$ cat src/rtl/pos_sweep_capture.sv
// ============================================================================
// Module   : pos_sweep_capture
// Summary  : Sweeps all 2^N input vectors through a combinational function,
//            captures its truth table, counts maxterms and checks it against
//            an expected mask.
// Revision : 1.0 - initial release
// ============================================================================
`default_nettype none
`timescale 1ns/1ps

module pos_sweep_capture #(
    parameter int N      = 4,
    parameter int SETTLE = 1
) (
    input  logic                clk,
    input  logic                rst_n,
    input  logic                start,
    input  logic [(1<<N)-1:0]   expected,
    input  logic                dut_s,
    output logic [N-1:0]        vec,
    output logic                busy,
    output logic                done,
    output logic [(1<<N)-1:0]   mask,
    output logic [N:0]          zero_count,
    output logic                pass,
    output logic                mis_valid,
    output logic [N-1:0]        mis_index
);

    localparam logic [N-1:0] c_LAST   = {N{1'b1}};
    localparam logic [1:0]   c_SETTLE = 2'(SETTLE);

    typedef enum logic [1:0] {
        S_IDLE  = 2'd0,
        S_APPLY = 2'd1,
        S_DONE  = 2'd2
    } state_t;

    state_t               r_state;
    state_t               w_state_nxt;
    logic                 w_accept;
    logic                 w_sample;
    logic                 w_last;

    logic [N-1:0]         r_vec;
    logic [1:0]           r_wait;
    logic [(1<<N)-1:0]    r_exp;
    logic [(1<<N)-1:0]    r_mask;
    logic [N:0]           r_zero;
    logic                 r_pass;
    logic                 r_mis_valid;
    logic [N-1:0]         r_mis_index;
    logic                 r_busy;
    logic                 r_done;

    always_ff @(posedge clk or negedge rst_n) begin
        if (!rst_n) begin
            r_state <= S_IDLE;
        end else begin
            r_state <= w_state_nxt;
        end
    end

    always_comb begin
        w_state_nxt = r_state;
        w_accept    = 1'b0;
        w_sample    = 1'b0;
        w_last      = 1'b0;
        case (r_state)
            S_IDLE: begin
                if (start) begin
                    w_accept    = 1'b1;
                    w_state_nxt = S_APPLY;
                end
            end
            S_APPLY: begin
                if (r_wait == c_SETTLE) begin
                    w_sample = 1'b1;
                    if (r_vec == c_LAST) begin
                        w_last      = 1'b1;
                        w_state_nxt = S_DONE;
                    end
                end
            end
            S_DONE:  w_state_nxt = S_IDLE;
            default: w_state_nxt = S_IDLE;
        endcase
    end

    // busy/done are registered from the state so they switch one edge after
    // the state does: busy rises the edge after start is taken, and busy
    // falls exactly as done rises.
    always_ff @(posedge clk or negedge rst_n) begin
        if (!rst_n) begin
            r_vec       <= '0;
            r_wait      <= '0;
            r_exp       <= '0;
            r_mask      <= '0;
            r_zero      <= '0;
            r_pass      <= 1'b0;
            r_mis_valid <= 1'b0;
            r_mis_index <= '0;
            r_busy      <= 1'b0;
            r_done      <= 1'b0;
        end else begin
            r_busy <= (r_state == S_APPLY);
            r_done <= (r_state == S_DONE);
            if (w_accept) begin
                r_exp       <= expected;
                r_mask      <= '0;
                r_zero      <= '0;
                r_pass      <= 1'b0;
                r_mis_valid <= 1'b0;
                r_mis_index <= '0;
                r_vec       <= '0;
                r_wait      <= '0;
            end else if (r_state == S_APPLY) begin
                if (w_sample) begin
                    r_mask[r_vec] <= dut_s;
                    if (!dut_s) begin
                        r_zero <= r_zero + 1'b1;
                    end
                    if ((dut_s != r_exp[r_vec]) && !r_mis_valid) begin
                        r_mis_valid <= 1'b1;
                        r_mis_index <= r_vec;
                    end
                    if (!w_last) begin
                        r_vec <= r_vec + 1'b1;
                    end
                    r_wait <= '0;
                end else begin
                    r_wait <= r_wait + 1'b1;
                end
            end else if (r_state == S_DONE) begin
                r_pass <= (r_mask == r_exp);
            end
        end
    end

    assign vec        = r_vec;
    assign busy       = r_busy;
    assign done       = r_done;
    assign mask       = r_mask;
    assign zero_count = r_zero;
    assign pass       = r_pass;
    assign mis_valid  = r_mis_valid;
    assign mis_index  = r_mis_index;

endmodule

`default_nettype wire

$ cat config.mk
export PLATFORM = sky130hd
export DESIGN_NAME = pos_sweep_capture
export DESIGN_NICKNAME = d
export VERILOG_FILES = /design/src/rtl/pos_sweep_capture.sv
export SDC_FILE = /design/constraint.sdc
export NUM_CORES = 1
export LEC_CHECK = 0
export ABC_AREA = 1
export CAP_MARGIN = 20
export CORE_MARGIN = 5
export CORE_UTILIZATION = 50
export CTS_BUF_LIST = sky130_fd_sc_hd__clkbuf_4
export CTS_CLUSTER_DIAMETER = 50
export DETAILED_ROUTE_END_ITERATION = 8
export DONT_BUFFER_PORTS = 1
export GPL_TIMING_DRIVEN = 0
export PLACE_DENSITY = 0.7
export RECOVER_POWER = 50
export SYNTH_ARGS = -nofsm -noshare
export SYNTH_HDL_FRONTEND = slang
export SYNTH_SLANG_ARGS = --single-unit
$ cat constraint.sdc
create_clock -name clk -period 1.8 [get_ports clk]
set_input_delay 0.36 -clock clk [delete_from_list [all_inputs] [get_ports clk]]
set_output_delay 0.36 -clock clk [all_outputs]
set_load 0.005 [all_outputs]
== Yosys cells after proc, flatten, opt, wreduce, memory -nomap -nowiden ==
Cells that the tools add are included.
Operators by class
  add/subtract/negate cells: 3
  multiply operators: 0
  div/mod/pow operators: 0
  magnitude comparators: 2
  equality and inequality tests: 12
  shift-type cells: 0
  mux-type cells: 41
  bitwise gates (word level): 0
  reductions and logical operators: 14
Operators with widths (number)
  two-way mux 16 bit: 3
  two-way mux 4 bit: 8
  two-way mux 5 bit: 4
  bitwise mux 16 bit: 1
  == test 16 bit: 1
  two-way mux 1 bit: 16
  two-way mux 2 bit: 6
  AND reduction 3 bit: 4
  inequality test 2 bit (second input constant): 5
  nonzero test 2 bit: 4
  adder 5 x 1 -> 5 bit (second input constant): 1
  < comparator 4 x 5 -> 1 bit (second input constant): 1
  adder 4 x 1 -> 4 bit (second input constant): 1
  binary-select mux 1 bit (select 4 bit): 1
  demux 1 bit (select 4 bit): 1
  == test 2 x 1 -> 1 bit (second input constant): 2
  == test 4 bit (second input constant): 1
  greater-or-equal comparator 4 x 1 -> 1 bit (second input constant): 1
  one-hot mux 2 bit (2 select lines): 1
  AND reduction 2 bit: 2
  adder 2 x 1 -> 2 bit (second input constant): 1
  == test 2 bit (second input constant): 1
  logical AND 1 bit: 2
  zero test 2 bit: 1
  3 further kinds: 3
Storage, ports and cells
  flip-flop bits (word level): 53
  bits in latches: 0
  RAM bits: 0
  ROM bits: 0
  word-level logic and storage cells: 83
  memories: 0

== Longest topological paths before layout ==
  depth in word-level cells: 8
  depth in mapped cells: 13
  gate-level depth less buffers: 12

== Worst setup path after synthesis ==
No wires, ideal clock.
  kind: reg-to-reg
  start point: register r_vec[1], in the netlist vec[1]
  end point: register r_vec[2], in the netlist vec[2]
  library setup time: 0.082 ns
  arrival: 1.414 ns
  required time: 1.718 ns
  slack: 0.304 ns
  stages on the path, launching flop included: 11
  buffers on the path: 0
  period minus slack after synthesis: 1.496 ns
  cells stage by stage: dfrtp_1 -> ha_1 -> inv_1 -> nor2_1 -> nand3_1 -> inv_2 -> nor2_4 -> nand2_2 -> o21ai_1 -> nand2_1 -> a31oi_1
Between the ends
  word-level cells in the longest chain between the ends: 6
RTL lines
  start, declared: RTL line 45  | logic [N-1:0] r_vec;
  start signal, assigned: RTL line 128  | r_vec <= r_vec + 1'b1;
  branches (longest 6 deep; another with adder 4 x 1 -> 4 bit)
Several ways; the timed one is not identified. The select of a mux whose other input is x is not followed.
A chain may end at the register's enable or synchronous reset.

== Worst setup path after layout ==
  start point: register r_vec[0], in the netlist vec[0]
  end point: register r_mask[2], in the netlist mask[2]
Between the ends
  word-level cells in the longest chain between the ends: 8
RTL lines
  < comparator 4 x 5 -> 1 bit (not written as such) or greater-or-equal comparator 4 x 1 -> 1 bit (tied branches): RTL line 119  | r_mask[r_vec] <= dut_s;
  logical AND 1 bit (not written as such): RTL line 119
  two-way mux 1 bit (not written as such): RTL line 119
  demux 1 bit (select 4 bit) *: RTL line 119
  bitwise mux 16 bit *: RTL line 119
  two-way mux 16 bit *: RTL line 118  | if (w_sample) begin
  two-way mux 16 bit *: RTL line 117  | end else if (r_state == S_APPLY) begin
  two-way mux 16 bit *: RTL line 108  | if (w_accept) begin
  end signal, assigned by index: RTL line 119
  end, declared: RTL line 48  | logic [(1<<N)-1:0] r_mask;
Every way passes the cells marked *; elsewhere a longest branch is shown, timed or not. The select of a mux whose other input is x is not followed.

==> flow_summary.yaml <==
outcome:
  status: "complete, no violations"
power:
  vdd_drop_max_mv: 0.626
  power.leakage_nw: 1.57
  p_per_area_mw_per_mm2: 1720
placement:
  place_area_sq_mm: 0.00288
  portBuffers: 0
  place_ws_ns: -0.0777
  place_congestion: 0.825
  dp_hpwl_microns: 4860
clock_tree:
  cts_sinks: 53
  clockBufferDepth: 2
  htree_levels: 2
  clockRootBuffer: "clkbuf_4"
  clk_latency_ns: 0.39
  cts_tree: "built"
  clk_pin_slew_ns: 0.16
  numCtsBuffers: 5
floorplan:
  rows: 27
  dieArea_sq_mm: 0.00718
  dieHeight_microns: 84.8
  start_util_pct: 51.1
  die_w_microns: 84.8
  core-area_sq_mm: 0.00547
  ios: 53
setup_path:
  crit_buf_inv: 5
  endpoint_kind: "flop"
  crit_fanout: 5
  critPathLaunchType: "flop"
  path_delay_family: "buffers and inverters"
  crit_slowest_cell: "dfrtp_2"
  timing.rr.start: "vec[0]$_DFFE_PN0P_"
  worstSetupStartpoint: "vec[0]$_DFFE_PN0P_"
  path_common_cell: "buf_4"
  r2r_end: "mask[2]$_DFFE_PN0P_"
  reg2regPathDepth: 9
  r2r_slack_ns: 0.17
  cp_data_arrival_time_ns: 1.92
  critPathMaxStageDelay_ns: 0.49
  cp_cell_sequence: "inv_2 -> buf_4 -> buf_4 -> buf_4 -> ha_1 -> nand3_1 -> o21ai_0 -> o21ai_0 -> inv_1"
  setup.worst_path.class: "flop to flop"
  worstPathRequired_ns: 2.09
detailed_routing:
  viasPerCell: 5.19
  vias: 2321
  wl_met2_microns: 3070
  wire_per_inst_microns: 15.0
  postRouteAntennaNets: 0
  drt-met1-wl_microns: 3120
  initialDrtViolationCount: 170
  dr.pass1.iters: 4
  drt_wl_total_microns: 6700
  top_layer_used: "met4"
  wl_met3_microns: 420
  drc_errors: 0
yosys:
  ys_seq_elements: 53
  synth_simple_gate_area_share_pct: 27.2
  synth_compound_area_share_pct: 10.9
  synth_nets: 386
  seq_area_frac_synth_pct: 47.5
  yosysWarningCount: 0
  syn_inst: 361
  synth_xor_area_share_pct: 1.57
  synth_fa_ha_area_share_pct: 2.24
  synth_top_family_by_area: "simple AND/OR/NAND/NOR gates"
  synth_mux_area_share_pct: 0
  syn-cell-area_sq_mm: 0.00279
  synth_cell_types: 26
  syn_avg_cell_area_sq_um: 7.74
layout:
  n_antenna_cell: 0
  nets: 399
  seq_area_sq_mm: 0.00133
  fillCellCount: 528
  fin_area_sq_mm: 0.00303
  multiInputGateArea_sq_mm: 0.00119
  areaGrowthSynthToFinish_pct: 8.55
  final_layout_size_suffix_gt1_share_pct: 12.5
global_route:
  grt_usage_pct: 20.2
  grt_max_degree: 54
  grt_pass1_vias: 2360
  grt_pass1_wl_microns: 11600
  grt_overflow: 0
  grt_antenna_before_repair: 0
worst_hold_path:
  hold_path.class: "primary input to flop"
  min_from: "expected[1]"
  hold-path-cell-count: 2
  min_to: "r_exp[1]$_DFFE_PN0P_"
run:
  max_cap_violations: 0
timing:
  final.min_clock_period_ns: 1.63
  hold_violations: 0
  report.final.slew_viol_count: 0
  fin_worst_skew_ns: 0.0140
  hold_slack_ns: 0.0826
  clock.fmax_mhz: 614
  rsz0062_at_grt: "no"
  finalSetupTns_ns: 0
  fin_crit_sh_pct: 90.6
  slew_headroom_pct: 68.1
  setup_viol: 0
  fin_ws_ns: 0.170
  worst_pin_slew_ns: 0.479
## worst reg2reg max path: stages, from the launching register on
cell,delay [ns]
dfrtp_2,0.49
inv_2,0.08
buf_4,0.16
buf_4,0.13
buf_4,0.12
ha_1,0.24
nand3_1,0.12
o21ai_0,0.08
o21ai_0,0.07
inv_1,0.06
## per-layer routing
layer,track usage (%),vias to the layer above
li1,-,1171
met1,27.6,1083
met2,32.4,58
met3,4.71,9
met4,5.47,0
met5,0,-
## final cells by class
class | count | area share [%]
Multi-Input combinational cell | 236 | 39.2
Clock inverter | 3 | 0.578
Timing Repair Buffer | 6 | 2.15
Sequential cell | 53 | 43.9
Tap cell | 72 | 2.97
Clock buffer | 5 | 1.24
Inverter | 62 | 7.67
Buffer | 10 | 2.35
## cells in the mapped netlist
| library cell | n | share of area (%) |
|---|---|---|
| xor2_1 | 3 | 0.94 |
| a21oi_1 | 5 | 0.90 |
| clkbuf_1 | 2 | 0.27 |
| dfrtp_1 | 53 | 47 |
| nand2_1 | 98 | 13 |
| o21ai_1 | 23 | 4.1 |
| nand3_1 | 38 | 6.8 |
| nand3_2 | 3 | 1.1 |
| nand3_4 | 1 | 0.63 |
| a31oi_1 | 1 | 0.22 |
| buf_4 | 4 | 1.1 |
| buf_6 | 1 | 0.40 |
| nor2_1 | 10 | 1.3 |
| o21a_1 | 2 | 0.54 |
| inv_1 | 54 | 7.3 |
| nor3_1 | 4 | 0.72 |
| inv_2 | 8 | 1.1 |
| nand4_1 | 6 | 1.3 |
| xnor2_1 | 2 | 0.63 |
| o21ai_0 | 26 | 4.7 |
| nand2_2 | 3 | 0.67 |
| nor2_2 | 3 | 0.67 |
| ha_1 | 5 | 2.2 |
| nor2_4 | 2 | 0.81 |
| o31ai_2 | 1 | 0.45 |
| buf_2 | 3 | 0.54 |
## stage by stage
| step | power (mW) | instances | utilization [%] |
|---|---|---|---|
| 2_1_floorplan | 3.96 | 361 | - |
| 3_3_place_gp | 4.48 | 433 | 52.7 |
| 3_5_place_dp | 4.56 | 433 | 52.7 |
| 4_1_cts | 5.14 | 443 | 54.4 |
| 5_1_grt | 5.80 | 447 | 55.4 |
| 6_report | 5.22 | 447 | 55.4 |
## cell usage in the layout (no fill, tap or decap), types with 2 or more instances in the layout
master    count
clkbuf_1      2
buf_4         5
inv_2         8
xor2_1        3
dfrtp_2       3
nor3_1        4
nor2_1       10
o21a_1        2
nor2_2        3
a21oi_1       5
buf_6         3
nand4_1       6
nor2_4        2
nand2_1      98
xnor2_1       2
nand3_1      37
clkinv_2      2
dfrtp_1      50
ha_1          4
o21ai_1      23
clkbuf_4      5
o21ai_0      26
nand3_2       4
inv_1        54
buf_2         3
nand2_2       3
## registers in the layout, indices dropped and copies added (netlist names)
name        cells
mask           16
pass            1
done            1
zero_count      5
r_state         2
vec             4
r_wait          2
r_exp          16
busy            1
mis_index       4
mis_valid       1
## worst max path at each step
stage                                     endpoint  depth (start not counted)
after global routing      mis_index[0]$_DFFE_PN0P_                         10
final                          mask[2]$_DFFE_PN0P_                          9
after detailed placement        vec[2]$_DFFE_PN0P_                          9
after global placement          vec[1]$_DFFE_PN0P_                         10
after CTS                       vec[2]$_DFFE_PN0P_                          9
after floorplan                 vec[2]$_DFFE_PN0P_                         10
## cell families (layout without fill, tap and decap cells)
family | after synthesis | in the layout
flops | 53 | 53
compound gates | 58 | 58
buf+inv | 72 | 86
fa+ha+maj | 5 | 5
simple gates | 168 | 168
xor+xnor | 5 | 5
## power by group
part / leakage [nW] / internal, mW / switching (mW) / total, mW
registers: 0.666 / 1.69 / 0.508 / 2.20
clock network: 0.0310 / 0.148 / 0.388 / 0.536
logic: 0.875 / 0.925 / 1.56 / 2.48
## repair_timing
item                                   in CTS  in global routing
buffers inserted                            0                  3
setup endpoints to repair                   4                  9
gates resized for setup                     1                  9
gates cloned                                0                  1
hold buffers                                2                  0
endpoints found under the hold margin      53                  0
(Power assumes the default switching activity.)
